### src/rtl/counter_pkg.sv
// Shared types and helpers for the bounded step counter.
package counter_pkg;

  typedef enum logic {CNT_SATURATE = 1'b0, CNT_WRAP = 1'b1} cnt_mode_e;

  // Number of distinct values in the inclusive window [min_v, max_v].
  function automatic int unsigned cnt_range(int unsigned min_v, int unsigned max_v);
    return max_v - min_v + 1;
  endfunction

endpackage

### src/rtl/bounded_step_next.sv
// Next-count computation for one enabled step, with bound handling and event flags.
module bounded_step_next
  import counter_pkg::*;
#(
  parameter int unsigned Width     = 8,
  parameter int unsigned MinValue  = 0,
  parameter int unsigned MaxValue  = 255,
  parameter int unsigned StepWidth = 4
) (
  input  logic [Width-1:0]     i_count,
  input  logic [StepWidth-1:0] i_step,
  input  logic                 i_up,
  input  cnt_mode_e            i_mode,
  output logic [Width-1:0]     o_next,
  output logic                 o_ovf,
  output logic                 o_unf
);

  localparam int unsigned SUMW  = Width + StepWidth + 1;
  localparam int unsigned DIFW  = Width + StepWidth + 2;
  localparam int unsigned RANGE = cnt_range(MinValue, MaxValue);

  localparam logic [SUMW-1:0]        MAX_S   = SUMW'(MaxValue);
  localparam logic [SUMW-1:0]        RANGE_S = SUMW'(RANGE);
  localparam logic signed [DIFW-1:0] MIN_D   = DIFW'(MinValue);
  localparam logic signed [DIFW-1:0] RANGE_D = DIFW'(RANGE);
  localparam logic [Width-1:0]       MAX_W   = Width'(MaxValue);
  localparam logic [Width-1:0]       MIN_W   = Width'(MinValue);

  logic [SUMW-1:0]        w_sum;
  logic signed [DIFW-1:0] w_diff;
  logic [SUMW-1:0]        w_sum_wrap;
  logic signed [DIFW-1:0] w_diff_wrap;

  // Wide enough that neither direction can wrap before the bound compare.
  assign w_sum       = SUMW'(i_count) + SUMW'(i_step);
  assign w_diff      = $signed(DIFW'(i_count)) - $signed(DIFW'(i_step));
  assign w_sum_wrap  = w_sum - RANGE_S;
  assign w_diff_wrap = w_diff + RANGE_D;

  always_comb begin
    o_next = i_count;
    o_ovf  = 1'b0;
    o_unf  = 1'b0;
    if (i_up) begin
      if (w_sum > MAX_S) begin
        o_ovf  = 1'b1;
        o_next = (i_mode == CNT_WRAP) ? Width'(w_sum_wrap) : MAX_W;
      end else begin
        o_next = Width'(w_sum);
      end
    end else begin
      if (w_diff < MIN_D) begin
        o_unf  = 1'b1;
        o_next = (i_mode == CNT_WRAP) ? Width'(w_diff_wrap) : MIN_W;
      end else begin
        o_next = Width'(w_diff);
      end
    end
  end

endmodule

### src/rtl/bounded_step_counter.sv
// Up/down counter confined to [MinValue, MaxValue] with variable step, load,
// saturate/wrap selection and registered overflow/underflow pulses.
module bounded_step_counter
  import counter_pkg::*;
#(
  parameter int unsigned Width     = 8,
  parameter int unsigned MinValue  = 0,
  parameter int unsigned MaxValue  = 255,
  parameter int unsigned StepWidth = 4
) (
  input  logic                 clk,
  input  logic                 rst,
  input  logic                 en,
  input  logic                 upDown,
  input  logic [StepWidth-1:0] step,
  input  logic                 wrapMode,
  input  logic                 load,
  input  logic [Width-1:0]     loadValue,
  output logic [Width-1:0]     count,
  output logic                 atMax,
  output logic                 atMin,
  output logic                 overflow,
  output logic                 underflow
);

  localparam int unsigned     RANGE = cnt_range(MinValue, MaxValue);
  localparam logic [Width-1:0] MAX_W = Width'(MaxValue);
  localparam logic [Width-1:0] MIN_W = Width'(MinValue);

  if (!(MinValue < MaxValue) || (longint'(MaxValue) > ((longint'(1) << Width) - 1)))
  begin : g_bad_params
    $error("bounded_step_counter: need MinValue < MaxValue <= 2^Width-1");
  end

  logic [Width-1:0]     r_count;
  logic                 r_ovf;
  logic                 r_unf;
  logic [StepWidth-1:0] w_step_eff;
  logic [Width-1:0]     w_load_clamp;
  logic [Width-1:0]     w_next;
  logic                 w_ovf;
  logic                 w_unf;

  // A step larger than the window would lap it more than once; cap it at one lap.
  assign w_step_eff = (64'(step) > 64'(RANGE)) ? StepWidth'(RANGE) : step;

  assign w_load_clamp = (loadValue < MIN_W) ? MIN_W :
                        (loadValue > MAX_W) ? MAX_W : loadValue;

  bounded_step_next #(
    .Width    (Width),
    .MinValue (MinValue),
    .MaxValue (MaxValue),
    .StepWidth(StepWidth)
  ) u_next (
    .i_count(r_count),
    .i_step (w_step_eff),
    .i_up   (upDown),
    .i_mode (cnt_mode_e'(wrapMode)),
    .o_next (w_next),
    .o_ovf  (w_ovf),
    .o_unf  (w_unf)
  );

  always_ff @(posedge clk) begin
    if (rst) begin
      r_count <= MIN_W;
      r_ovf   <= 1'b0;
      r_unf   <= 1'b0;
    end else if (load) begin
      r_count <= w_load_clamp;
      r_ovf   <= 1'b0;
      r_unf   <= 1'b0;
    end else if (en) begin
      r_count <= w_next;
      r_ovf   <= w_ovf;
      r_unf   <= w_unf;
    end else begin
      r_ovf   <= 1'b0;
      r_unf   <= 1'b0;
    end
  end

  assign count     = r_count;
  assign atMax     = (r_count == MAX_W);
  assign atMin     = (r_count == MIN_W);
  assign overflow  = r_ovf;
  assign underflow = r_unf;

endmodule

### config.mk
export PLATFORM = sky130hd
export DESIGN_NAME = bounded_step_counter
export DESIGN_NICKNAME = d
export VERILOG_FILES = /design/src/rtl/counter_pkg.sv /design/src/rtl/bounded_step_next.sv /design/src/rtl/bounded_step_counter.sv
export SDC_FILE = /design/constraint.sdc
export NUM_CORES = 1
export LEC_CHECK = 0
export CORE_MARGIN = 8
export CORE_UTILIZATION = 48
export DETAILED_ROUTE_END_ITERATION = 10
export GPL_TIMING_DRIVEN = 0
export PLACE_DENSITY = 0.85
export REMOVE_ABC_BUFFERS = 1
export SKIP_LAST_GASP = 1
export SYNTH_ARGS = -nofsm -noshare
export SYNTH_HDL_FRONTEND = slang
export SYNTH_SLANG_ARGS = --single-unit
### constraint.sdc
create_clock -name clk -period 2.8 [get_ports clk]
set_input_delay 0.28 -clock clk [delete_from_list [all_inputs] [get_ports clk]]
set_output_delay 0.28 -clock clk [all_outputs]
set_load 0.01 [all_outputs]
## Word-level counts from Yosys, hierarchy flattened

Cells that the tools add are included.

- $add $sub $neg: 4
- Magnitude comparators: 4
- Equality and inequality tests: 1
- Muxes and demuxes: 11
- Bitwise gates (word level): 2
- Reductions and logical operators: 4

Operators with widths:

| kind | number |
|---|---|
| $mux 8 | 9 |
| $add 8x4->9 | 1 |
| $gt 9x8->1 const B | 1 |
| $lt 9x1->1 const B | 1 |
| $sub 8x4->9 | 1 |
| $add 8x1->8 const B | 1 |
| $eq 8x8->1 const B | 1 |
| $gt 8x8->1 const B | 1 |
| $logic_not 8->1 | 1 |
| $lt 8x1->1 const B | 1 |
| $reduce_or 4->1 | 2 |
| $sub 8x1->8 const B | 1 |
| $mux 1 | 2 |
| $not 1->1 | 2 |
| $reduce_bool 2->1 | 1 |

- Bits in registers: 10
- Input port bits: 18
- Logic and storage cells: 29

## Depth between registers and ports, before layout

Gate-level depths: netlist (run 1).

- Depth in word-level cells: 7
- Gate-level depth with buffers: 9
- Gate-level depth less buffers: 9

## Modules after synthesis

A second synthesis (run 1) with hierarchy kept.

- Cells, all modules: 127
- Area total of the unflattened synthesis: 1087.3 um^2

Modules (own cells, without submodules):

| module | times used | cells each | area each (um^2) | seq. area each (um^2) |
|---|---|---|---|---|
| bounded_step_next | 1 | 81 | 623.1 | 0.0 |
| bounded_step_counter | 1 | 46 | 464.2 | 200.2 |

## Worst setup path before layout (run 1)

Ideal clock, no wire load.

- Kind: reg2reg
- From: register r_count[0], in the netlist count[0]
- To: register r_count[6], in the netlist count[6]
- Data arrival time: 1.968 ns
- Slack: 0.704 ns
- Stages on the path, launching flop included: 10
- Path buffers: 0
- Clock period less this slack: 2.096 ns
- Cell sequence: dfxtp_1 inv_1 ha_1 inv_1 fa_1 a21o_4 a21o_1 o31a_1 o31ai_1 o22ai_1

- Word-level cells in the longest chain between the ends: 7
- Elaborated cells between the ends (all ways): 13
- Classes of those cells: 4 x add/sub; 2 x order compare; 7 x mux

Ends and longest elaborated chain:

| item | RTL line | RTL |
|---|---|---|
| start, declared | bounded_step_counter.sv:35 | `logic [Width-1:0] r_count;` |
| start signal, assigned | bounded_step_counter.sv:71 | `r_count <= w_load_clamp;` |
| start signal, assigned | bounded_step_counter.sv:75 | `r_count <= w_next;` |
| $sub 8x4->9 / $add 8x4->9 (equally long branches) | bounded_step_next.sv:37, bounded_step_next.sv:36 |  |
| $add 8x1->8 / $sub 8x1->8 (equally long branches) | bounded_step_next.sv:39, bounded_step_next.sv:38 |  |
| $mux 8 (on tied branches) | bounded_step_next.sv:55, bounded_step_next.sv:48 |  |
| $mux 8 (on tied branches) | bounded_step_next.sv:53, bounded_step_next.sv:46 |  |
| $mux 8 * | bounded_step_next.sv:45 | `if (i_up) begin` |
| $mux 8 * | bounded_step_counter.sv:74 | `end else if (en) begin` |
| $mux 8 * | bounded_step_counter.sv:70 | `end else if (load) begin` |

Every way passes the cells marked *; elsewhere a longest branch is shown, timed or not. The select of a mux whose other input is x is not followed.
A chain may end at the register's enable or synchronous reset.

## Worst setup path in the final report (run 1)

- From: input step[0]
- To: register r_count[7], in the netlist count[7]

- Word-level cells in the longest chain between the ends: 7
- Elaborated cells between the ends (all ways): 13
- Classes of those cells: 4 x add/sub; 2 x order compare; 7 x mux

Ends and longest elaborated chain:

| item | RTL line | RTL |
|---|---|---|
| start, declared | bounded_step_counter.sv:15 | `input logic [StepWidth-1:0] step,` |
| $sub 8x4->9 / $add 8x4->9 (equally long branches) | bounded_step_next.sv:37, bounded_step_next.sv:36 |  |
| $add 8x1->8 / $sub 8x1->8 (equally long branches) | bounded_step_next.sv:39, bounded_step_next.sv:38 |  |
| $mux 8 (on tied branches) | bounded_step_next.sv:55, bounded_step_next.sv:48 |  |
| $mux 8 (on tied branches) | bounded_step_next.sv:53, bounded_step_next.sv:46 |  |
| $mux 8 * | bounded_step_next.sv:45 |  |
| $mux 8 * | bounded_step_counter.sv:74 |  |
| $mux 8 * | bounded_step_counter.sv:70 |  |

Marks and branches as above.

==> results of run 1 <==
==> kinds of logic after synthesis <==
| logic type | share of synthesized area |
|---|---|
| fa+ha+maj | 0.123 |
| flops | 0.176 |
| mux | 0.00879 |
| compound gates | 0.326 |
| xor+xnor | 0.0308 |
| simple gates | 0.247 |
| buf+inv | 0.0879 |
==> state kept, by name (all words and copies together), names as in the netlist <==
register and flops:
count 8, overflow 1, underflow 1
==> final cells by class <==
cell class                      instances  area [µm²]
Clock buffer                            4        36.3
Fill cell                             209         785
Inverter                               13        48.8
Multi-Input combinational cell        113         838
Sequential cell                        10         200
Tap cell                               28        35.0
Timing Repair Buffer                   29         290
==> synth_stat cells, types with 2 or more instances <==
library cell   n  area (µm²)
a211oi_1       2        15.0
a211oi_2       2        25.0
a21oi_1        4        20.0
a311oi_1       3        26.3
buf_4          3        22.5
dfxtp_1       10         200
fa_1           2        40.0
ha_1           8         100
inv_1         13        48.8
nand2_1       10        37.5
nand2b_1       2        12.5
nor2_1        15        56.3
nor2b_1        2        12.5
nor3_1         7        35.0
nor3b_1        3        22.5
nor4_1         4        25.0
o21ai_0       12        60.1
o22ai_1        2        12.5
o31a_1         2        17.5
o31ai_1        2        15.0
xnor2_1        3        26.3
==> stage by stage <==
step | std cells | hold WS, ns | instance area [µm²]
floorplan | 136 | 0.349 | 1090
finish | 197 | 0.607 | 1450
global route | 197 | 0.650 | 1450
detailed placement | 193 | 0.592 | 1410
global placement | 193 | 0.572 | 1410
CTS | 197 | 0.603 | 1450
==> tightest hold or removal path, stage by stage (launching register included) <==
cell and delay (ns):
dfxtp_1 0.38, nor2_1 0.13, a311oi_1 0.05
==> final timing paths <==
path,startpoint,endpoint,cells after the start
hold / removal,count[3],count[3],2
setup / recovery,step[0],count[7],9
setup reg to reg,count[0],count[7],9
hold reg to reg,count[3],count[3],2
==> per-layer routing <==
metal,global-route usage,share of wire,vias up
li1,-,-,584
met1,0.194,0.41,555
met2,0.276,0.48,71
met3,0.0361,0.089,18
met4,0.0654,0.025,0
met5,0,0,-
==> power by group <==
group,internal [W],switching (W),total [W]
registers,0.000154,0.0000365,0.000191
logic,0.000127,0.000135,0.000262
clock network,0.0000792,0.0000609,0.000140
==> key figures, run 1 <==
Outcome
  • Status: finished clean

Global route
  • First-pass GRT wire length: 5600 µm
  • Total GRT Usage: 0.163
  • Antenna violations before repair: 0
  • Vias in the first global route: approximately 1200
  • Pin count of the biggest net entering global routing: 16
  • Global route overflow: 0

Final layout
  • Share of post-route cells with drive strength above 1: 0.0888
  • Antenna Cells: 0
  • # nets final: 198
  • Most frequent cells in the layout: clkdlybuf4s50_1 (29), nor2_1 (15), inv_1 (13)
  • Final Util: 0.649
  • Commonest non-fill, non-tap cell in the layout: clkdlybuf4s50_1
  • Layout area overhead: 27.3%

Timing
  • Setup total negative slack: 0 ns
  • Clock period minus worst slack: 2.41 ns
  • RSZ-0062 raised after global routing: no
  • Least-Margin Pin Slew: 0.586 ns
  • Worst setup margin: 0.386 ns
  • Final Hold Vio Count: 0
  • Crit share post-route: 0.862
  • Clock skew: 0.0103 ns
  • Slew Limit Headroom: 0.609
  • Max Transition Viols Final: 0
  • Final setup viols: 0
  • Fmax: 414 MHz

Yosys
  • Cells after Synth: between 100 and 150
  • Ys Warns: 0
  • Unique cell type count in the Yosys netlist: 52
  • Register bit total from synthesis: 10
  • Mapped cell area: between 0.001 and 0.0015 mm²
  • Register area share after synthesis: 0.176
  • Syn Area/Cell: between 8 and 9 µm²
  • Post-synth ARST share: 0
  • Count of flip-flops with a built-in enable after synthesis: 0
  • Top_reg_cell synth: dfxtp_1

Pwr
  • Lkg Pwr: between 0.5 and 0.6 nW
  • PwrDens: a little over 400 mW/mm²
  • Total power: between 0.0005 and 0.0006 W
  • Worst vdd ir: between 0.2 and 0.25 mV

Critical path
  • Largest delay share family, worst path: compound AO/OA/AOI/OAI gates
  • CP Capture Type: flip-flop
  • CP max stage cell: clkdlybuf4s50_1
  • Worst reg2reg setup slack: about 0.44 ns
  • CP Buf/Inv Count: 2
  • Crit path largest cell delay: 0.49 ns
  • Crit-path cells: clkdlybuf4s50_1 > ha_1 > inv_1 > fa_1 > a21o_4 > a211oi_2 > a21oi_1 > o21ai_0 > o311ai_1
  • Max FO, Critical Path: 5
  • WS Path Type: input pin to flip-flop
  • Req. time, crit path: 2.96 ns
  • CP Data Arrival Time: around 2.6 ns
  • Startpoint Class: input pin

Clock network
  • TritonCTS buffer count: 3
  • Post-CTS Hold Fix Bufs: 0
  • CTS HTree Levels: 1
  • CTS tree: done
  • Clk buf depth: 2
  • Root Buffer: clkbuf_4
  • Clock sink count: 10
  • CTS-repair resized insts: 0
  • Clk slew on worst S/H paths: ~0.08 ns
  • Post-CTS Setup Bufs: 0
  • Clock Latency Late Sink: 0.28 ns

Placement
  • Post-DP HPWL: about 2700 µm
  • PortBufs: 29
  • RePlAce Congestion: 0.926
  • Setup slack at placement: 0.109 ns

Flow run
  • Max Cap Violations: 0

Floorplan
  • Die Height: 64.7 µm
  • # rows: 17
  • Core Area: around 0.0022 mm²
  • I/O pins: 30
  • Width of the die: 64.7 µm
  • Area of the die: approximately 0.0042 mm²
  • Initial core utilization: 0.510

Detailed routing
  • DR pass1 iterations: 4
  • Routed len/inst: 17.5 µm
  • Drt initial violations: 56
  • Via/cell ratio: 6.23
  • Antenna-violating nets left: 0
  • Final wirelength: 3450 µm
  • # DRC: 0
  • Via count: 1228

Worst hold path
  • Worst min-delay path category: flip-flop to flip-flop
Power figures use the tool's default switching activity.
==> inputs of run 2 (changes only) <==
- CAP_MARGIN: unset -> 15
- CORE_UTILIZATION: 48 -> 52
- PLACE_DENSITY: 0.85 -> 0.91
- clock period: 2.8 -> 3 ns (I/O delays scaled with it)
==> key figures, run 2 (synthesis gave the netlist of run 1 again) <==
Outcome
  • Status: finished clean

Placement
  • PortBufs: 29
  • Post-DP HPWL: 2470 µm
  • RePlAce Congestion: 0.920

Clock network
  • Root Buffer: clkbuf_4
  • Post-CTS Setup Bufs: 0
  • CTS HTree Levels: 1
  • CTS-repair resized insts: 0
  • Clock Latency Late Sink: about 0.27 ns
  • Clk buf depth: 2
  • CTS tree: done
  • TritonCTS buffer count: 3
  • Post-CTS Hold Fix Bufs: 0
  • Clock sink count: 10
  • Clk slew on worst S/H paths: 0.07 ns

Pwr
  • PwrDens: 354 mW/mm²
  • Lkg Pwr: 0.556 nW
  • Worst vdd ir: 0.220 mV

Global route
  • Antenna violations before repair: 0
  • Total GRT Usage: 0.151
  • Global route overflow: 0
  • First-pass GRT wire length: 5110 µm
  • Vias in the first global route: 1176
  • Pin count of the biggest net entering global routing: 16

Detailed routing
  • Via count: between 1000 and 1500
  • Drt initial violations: 103
  • # DRC: 0
  • Metal2 WL: roughly 1500 µm
  • Wl on met1: 1270 µm
  • Routed wl met3: 271 µm
  • Via/cell ratio: 6.44
  • Final wirelength: 3080 µm
  • Routed len/inst: roughly 16 µm
  • Antenna-violating nets left: 0
  • DR pass1 iterations: 5
  • DR top layer: met4

Timing
  • Clock period minus worst slack: ~2.5 ns
  • Max Transition Viols Final: 0
  • Fmax: 401 MHz
  • Worst Hold Slack: 0.584 ns
  • Final Hold Vio Count: 0
  • Least-Margin Pin Slew: 0.551 ns
  • Final setup viols: 0
  • RSZ-0062 raised after global routing: no
  • Crit share post-route: 0.832
  • Slew Limit Headroom: 0.632
  • Setup total negative slack: 0 ns
  • Clock skew: 0.00824 ns

Final layout
  • Layout area overhead: 26.0%
  • Most frequent cells in the layout: clkdlybuf4s50_1 (29), nor2_1 (15), inv_1 (13)
  • # nets final: 198
  • Largest register FFs: 8
  • Share of post-route cells with drive strength above 1: 0.0833
  • Antenna Cells: 0
  • Commonest non-fill, non-tap cell in the layout: clkdlybuf4s50_1

Critical path
  • CP Capture Type: flip-flop
  • Max FO, Critical Path: 5
  • Crit-path cells: clkdlybuf4s50_1 > ha_1 > inv_1 > fa_1 > a21o_4 > a211oi_2 > a21oi_1 > o21ai_0 > o311ai_1
  • Req. time, crit path: around 3.2 ns
  • WS Path Type: input pin to flip-flop
  • Crit path largest cell delay: ~0.52 ns
  • Startpoint Class: input pin
  • CP Data Arrival Time: 2.64 ns
  • CP max stage cell: clkdlybuf4s50_1

Floorplan
  • # rows: 17
  • Core Area: 0.00215 mm²
  • Area of the die: about 0.004 mm²
  • Width of the die: roughly 63 µm
  • I/O pins: 30
  • Initial core utilization: 0.530
  • Die Height: 62.8 µm

Worst hold path
  • Worst min-delay path category: flip-flop to flip-flop

Flow run
  • Max Cap Violations: 0
-- run 2: path summary, 6_finish.rpt --
kind,start,end,slack (ns),cells after the start
setup / recovery,step[0],count[7],0.50,9
hold / removal,count[3],count[3],0.58,2
setup reg to reg,count[0],count[7],0.63,9
hold reg to reg,count[3],count[3],0.58,2
-- run 2: power breakdown --
part	leakage [nW]	internal [W]	total, W	switching, W
combinational	0.460	0.000118	0.000239	0.000121
sequential	0.0827	0.000144	0.000177	0.0000327
clock	0.0138	0.0000463	0.0000924	0.0000461
-- run 2: layout make-up --
cell class / instances / area, µm²
clock buffers: 3 / 22.5
fillers: 162 / 713
inverters: 13 / 48.8
multi-input cells: 113 / 838
flip-flops and latches: 10 / 200
well taps: 28 / 35.0
repair buffers: 29 / 290
-- run 2: metal layers --
| metal | vias up | GRT usage |
|---|---|---|
| li1 | 591 | - |
| met1 | 578 | 0.179 |
| met2 | 87 | 0.245 |
| met3 | 7 | 0.0323 |
| met4 | 0 | 0.0855 |
| met5 | - | 0 |
-- run 2: metrics by stage --
stage                     worst slack, ns  std cells  utilization  power (W)  cell area (µm²)
after floorplan                     0.904        136            -   0.000323             1090
after CTS                           0.538        196        0.668   0.000504             1440
after global routing                0.405        196        0.668   0.000536             1440
after global placement              0.337        193        0.658   0.000406             1410
final                               0.504        196        0.668   0.000508             1440
after detailed placement            0.284        193        0.658   0.000414             1410
-- run 2: worst max-delay path, delay by kind of cell --
kind                     cells  cell delay [ns]
buffers and inverters        2             0.57
adder cells (fa/ha/maj)      2             0.59
AO/OA/AOI/OAI                5             1.17
